===== src/rtl/parity_arbiter_if.sv =====
// Requester/consumer bundle for parity_arbiter: nibble requests in, grants
// and registered parity results out.
interface parity_arbiter_if #(
  parameter int NREQ = 4,
  parameter int CNTW = 8
);
  localparam int IDW = $clog2(NREQ);

  logic [NREQ-1:0]   req;
  logic [4*NREQ-1:0] data;
  logic [NREQ-1:0]   gnt;
  logic              out_valid;
  logic              out_ready;
  logic              out_q;
  logic [IDW-1:0]    out_id;
  logic [3:0]        out_data;
  logic [CNTW-1:0]   err_count;

  // Arbiter side
  modport slave (
    input  req, data, out_ready,
    output gnt, out_valid, out_q, out_id, out_data, err_count
  );

  // Producer/consumer side
  modport master (
    output req, data, out_ready,
    input  gnt, out_valid, out_q, out_id, out_data, err_count
  );
endinterface


===== src/rtl/parity_arbiter.sv =====
// Round-robin arbiter sharing one even-parity evaluator among NREQ nibble
// producers; one registered result slot with a valid/ready output and a
// saturating count of odd-parity results delivered.
module parity_arbiter #(
  parameter int NREQ = 4,
  parameter int CNTW = 8
) (
  input logic            clk,
  input logic            reset,
  parity_arbiter_if.slave bus
);
  localparam int IDW = $clog2(NREQ);
  localparam logic [IDW:0]    NREQ_W  = (IDW+1)'(NREQ);
  localparam logic [CNTW-1:0] ERR_MAX = '1;

  typedef enum logic {IDLE, HOLD} state_t;

  typedef struct packed {
    logic           q;
    logic [IDW-1:0] id;
    logic [3:0]     nib;
  } res_t;

  state_t                 state, state_nx;
  res_t                   res;
  logic [IDW-1:0]         ptr, win;
  logic [IDW:0]           idx;
  logic [NREQ-1:0][3:0]   nib;
  logic [CNTW-1:0]        err;
  logic                   any_req, accept, capture, deliver;

  assign nib     = bus.data;
  assign any_req = |bus.req;
  assign accept  = (state == IDLE) | ((state == HOLD) & bus.out_ready);
  // Reset gates the grant combinationally so it drops the moment reset rises.
  assign capture = accept & any_req & ~reset;
  assign deliver = (state == HOLD) & bus.out_ready;

  // Winner: first set request searching upward from ptr+1 with wrap. The loop
  // runs farthest-first so the nearest hit overwrites earlier ones.
  always_comb begin
    win = ptr;
    idx = '0;
    for (int k = NREQ; k >= 1; k--) begin
      idx = {1'b0, ptr} + (IDW+1)'(k);
      if (idx >= NREQ_W) idx = idx - NREQ_W;
      if (bus.req[idx[IDW-1:0]]) win = idx[IDW-1:0];
    end
  end

  assign bus.gnt = capture ? (NREQ'(1) << win) : '0;

  // State register
  always_ff @(posedge clk or posedge reset) begin
    if (reset) state <= IDLE;
    else       state <= state_nx;
  end

  // Next state: fill from IDLE on any request; drain to IDLE when the held
  // result is taken and nothing replaces it.
  always_comb begin
    state_nx = state;
    case (state)
      IDLE: if (any_req) state_nx = HOLD;
      HOLD: if (bus.out_ready && !any_req) state_nx = IDLE;
      default: state_nx = IDLE;
    endcase
  end

  // Result slot and round-robin pointer, both updated only on a capture edge
  always_ff @(posedge clk or posedge reset) begin
    if (reset) begin
      res <= '0;
      ptr <= IDW'(NREQ-1);
    end else if (capture) begin
      res <= '{q: ~^nib[win], id: win, nib: nib[win]};
      ptr <= win;
    end
  end

  // Saturating count of odd-parity results as they leave the slot
  always_ff @(posedge clk or posedge reset) begin
    if (reset)                                  err <= '0;
    else if (deliver && !res.q && err != ERR_MAX) err <= err + CNTW'(1);
  end

  assign bus.out_valid = (state == HOLD);
  assign bus.out_q     = res.q;
  assign bus.out_id    = res.id;
  assign bus.out_data  = res.nib;
  assign bus.err_count = err;
endmodule


===== src/flat_wrapper.sv =====
// flat-port wrapper written by rule: the top's interface ports become plain ports
module parity_arbiter_flat 
#(
  parameter int NREQ = 4,
  parameter int CNTW = 8
)
  (clk, reset, bus_req, bus_data, bus_out_ready, bus_gnt, bus_out_valid, bus_out_q, bus_out_id, bus_out_data, bus_err_count);
  parity_arbiter_if #(.NREQ(NREQ), .CNTW(CNTW)) bus_i ();
  input logic clk;
  input logic reset;
  input wire logic [$bits(bus_i.req)-1:0] bus_req;
  input wire logic [$bits(bus_i.data)-1:0] bus_data;
  input wire logic [$bits(bus_i.out_ready)-1:0] bus_out_ready;
  output wire logic [$bits(bus_i.gnt)-1:0] bus_gnt;
  output wire logic [$bits(bus_i.out_valid)-1:0] bus_out_valid;
  output wire logic [$bits(bus_i.out_q)-1:0] bus_out_q;
  output wire logic [$bits(bus_i.out_id)-1:0] bus_out_id;
  output wire logic [$bits(bus_i.out_data)-1:0] bus_out_data;
  output wire logic [$bits(bus_i.err_count)-1:0] bus_err_count;
  assign bus_i.req = bus_req;
  assign bus_i.data = bus_data;
  assign bus_i.out_ready = bus_out_ready;
  assign bus_gnt = bus_i.gnt;
  assign bus_out_valid = bus_i.out_valid;
  assign bus_out_q = bus_i.out_q;
  assign bus_out_id = bus_i.out_id;
  assign bus_out_data = bus_i.out_data;
  assign bus_err_count = bus_i.err_count;
  parity_arbiter #(.NREQ(NREQ), .CNTW(CNTW)) u_core (.clk(clk), .reset(reset), .bus(bus_i));
endmodule

===== config.mk =====
export PLATFORM = sky130hd
export DESIGN_NAME = parity_arbiter_flat
export DESIGN_NICKNAME = d
export VERILOG_FILES = /design/src/rtl/parity_arbiter_if.sv /design/src/rtl/parity_arbiter.sv /design/src/flat_wrapper.sv
export SDC_FILE = /design/constraint.sdc
export NUM_CORES = 1
export LEC_CHECK = 0
export BUFFER_PORTS_ARGS = -buffer_cell sky130_fd_sc_hd__buf_2
export CAP_MARGIN = 20
export CORE_MARGIN = 2
export CORE_UTILIZATION = 40
export DETAILED_ROUTE_END_ITERATION = 8
export PLACE_DENSITY = 0.68
export SLEW_MARGIN = 20
export SYNTH_ARGS = -nofsm -noshare
export SYNTH_HDL_FRONTEND = slang
export SYNTH_SLANG_ARGS = --single-unit

===== constraint.sdc =====
create_clock -name clk -period 3.25 [get_ports clk]
set_input_delay 0.325 -clock clk [delete_from_list [all_inputs] [get_ports clk]]
set_output_delay 0.325 -clock clk [all_outputs]
set_load 0.01 [all_outputs]

==> impl_metrics.csv <==
group,metric,value,unit
sta,period_needed,2.43,ns
synth,synth_ff_type,"dfrtp_1",
power,ir_worst_vdd,0.000425,V
global_routing,antenna_found_initial,0,
place,gp_congestion,0.774,
clocking,root_buffer,"clkbuf_4",
clocking,cts_tree,"yes",
clocking,clk_pin_slew,0.09,ns
die,die_h,56.6,um
detailed_routing,wirelength,2400,um
sta,final_hold_viol_count,0,
power,power_leakage,0.000681,uW
synth,synth_nets,144,
clocking,insertion_delay,0.28,ns
power,power_frac_clock,13.5,%
critical_path,worstPathCellList,"nand2b_2 > a21oi_2 > a221oi_4 > nand2_1 > nor2_1 > buf_2",
synth,synth-seq-area-share,41.0,%
sta,fmax,411,MHz
die,dieWidth,56.6,um
clocking,postCtsSetupBuffers,0,
layout,synthToLayoutAreaGrowth,24.3,%
detailed_routing,via_per_inst,5.14,
synth,async_flop_share,100,%
die,die_area,3200,um2
layout,antenna_cells,0,
sta,rsz0062_at_grt,"no",
layout,layout_commonest_cell,"buf_2",
power,p_sw,373,uW
synth,ys_ff_latch,18,
place,io_buffers,42,
power,p_int,600,uW
synth,avgSynthCellArea,9.21,um2
critical_path,critPathCaptureType,"primary output",
global_routing,grt_max_degree,19,
sta,slew_violations,0,
critical_path,cp.arrival,2.11,ns
power,pwr-share-comb,47.2,%
outcome,outcome,"finished clean",
place,pre_cts_slack,0.878,ns
critical_path,slowest_stage,"dfstp_2",
die,core_area,2690,um2
clocking,cts_resized,0,
clocking,hold_buffers,0,
clocking,cts_buffers,3,
power,power,973,uW
detailed_routing,drcViolationCount,0,
critical_path,start_kind,"flop",
sta,clock_skew,0.00250,ns
die,ios,43,
layout,layout_common_cells,"buf_2, nand2_1, dfrtp_1, inv_1, nor2_1",
synth,yosysUniqueCellTypes,39,
min_path,min_path_type,"in -> async",
global_routing,gr-total-overflow,0,
synth,synth_warnings,0,
detailed_routing,drt_iter0_drc,35,
clocking,clockBufferDepth,2,
sta,tns,0,ns
place,hpwl,1950,um
die,start_util,41.1,%
power,p_sw_share,38.3,%
critical_path,cpPeakStageDelay,0.66,ns
layout,nets,188,
flow_run,maxCapViolCount,0,
power,powerDensity,708,nW/um2
clocking,htree_levels,1,
detailed_routing,ant_nets,0,
die,rows,19,
detailed_routing,wire_per_inst,12.3,um
critical_path,worstPathRequired,2.92,ns
layout,drive_above_1_share,35.6,%
sta,fin_ws,0.816,ns
critical_path,r2r_slack,0.85,ns
sta,slew_headroom,57.0,%
synth,synth_area,1100,um2
global_routing,grt_first_pass_wirelength,4170,um
global_routing,grt_pass1_vias,999,
power,seqPwrFrac,39.3,%
clocking,clkSinkCount,18,
detailed_routing,vias,998,
critical_path,criticalPathCategory,"reg -> out",
sta,setup_viol,0,
sta,worstMarginPinSlew,0.644,ns
synth,syn-instance-count,120,
critical_path,cp_max_fo,10,
sta,fin_crit_sh,74.9,%
layout,fill_cells,274,
detailed_routing,dr.pass1.iters,4,
global_routing,grt.total_usage,16.2,%
synth,synth_edf_count,0,
-- worst paths after layout --
check / depth (start not counted) / endpoint / startpoint
max in group asynchronous: 2 / u_core.bus.out_id[1]$_DFFE_PP0P_ / reset
hold reg to reg: 2 / u_core.bus.out_data[3]$_DFFE_PP0P_ / u_core.bus.out_data[3]$_DFFE_PP0P_
setup reg to reg: 7 / u_core.bus.out_q$_DFFE_PP0P_ / u_core.ptr[1]$_DFFE_PP1P_
setup / recovery: 6 / bus_gnt[0] / u_core.ptr[1]$_DFFE_PP1P_
min in group clk: 3 / u_core.bus.out_valid$_DFF_PP0_ / bus_out_ready
hold / removal: 2 / u_core.bus.err_count[3]$_DFFE_PP0P_ / reset
-- per-stage QoR --
step | cells | hold WS, ns | utilization, % | area [um2]
after floorplan | 120 | 0.262 | - | 1100
after global placement | 190 | 0.459 | 49.8 | 1340
after detailed placement | 190 | 0.467 | 49.8 | 1340
after CTS | 194 | 0.148 | 51.1 | 1370
after global routing | 194 | 0.180 | 51.1 | 1370
final | 194 | 0.129 | 51.1 | 1370
-- flip-flops by register name, summed over array words and instances (netlist names) --
signal and flops:
u_core.bus.out_id 2, u_core.ptr 2, u_core.bus.out_valid 1, u_core.bus.out_q 1
u_core.bus.out_data 4, u_core.bus.err_count 8
-- synth_stat cells, types with 2 or more instances --
cell	n	area (um2)
nand2_1	25	93.8
clkbuf_1	2	7.51
a211oi_1	4	30.0
xnor2_1	5	43.8
nand2b_1	2	12.5
mux2i_1	2	20.0
a21oi_1	2	10.0
o21a_1	2	15.0
nand4_1	2	12.5
dfstp_2	2	52.6
inv_2	2	7.51
dfrtp_1	16	400
nor2b_1	3	18.8
xor2_1	3	26.3
nor3_1	5	25.0
a32o_1	2	20.0
o21ai_1	2	10.0
nor2_1	6	22.5
o21ai_0	4	20.0
inv_1	7	26.3
a32oi_1	4	35.0
-- per-layer routing --
metal	track usage, %	vias up	wire [um]
met3	1.61	4	111
met1	19.0	466	1010
met4	8.16	0	29
li1	-	507	-
met5	0	-	0
met2	29.1	21	1240
-- power by group through the flow --
| stage | clock [uW] | sequential (uW) | combinational [uW] |
|---|---|---|---|
| 2_1_floorplan | 0 | 400 | 309 |
| 3_3_place_gp | 0 | 382 | 451 |
| 3_5_place_dp | 0 | 388 | 463 |
| 4_1_cts | 136 | 384 | 465 |
| 5_1_grt | 147 | 399 | 507 |
| 6_report | 131 | 382 | 459 |
-- critical path, delay by kind of cell (launching register included) --
family | cells | cell delay, ns
flip-flops | 1 | 0.66
AND/OR/NAND/NOR | 3 | 0.53
AO/OA/AOI/OAI | 2 | 0.49
buffers and inverters | 1 | 0.14
-- logic make-up after synthesis --
logic type	synth area share (%)
simple gates	20.6
mux	2.83
compound gates	20.8
buf+inv	5.21
flops	41.0
xor+xnor	8.38
fa+ha+maj	1.13
-- area by class of cell --
class                      instances  area [um2]  share of cell area (%)
tap                               31        38.8                    2.82
timing repair buffer              43         218                    15.8
inverter                           9        33.8                    2.46
multi-input combinational         89         594                    43.3
sequential                        18         453                    33.0
clock buffer                       4        36.3                    2.64
Power figures use the tool's default switching activity.
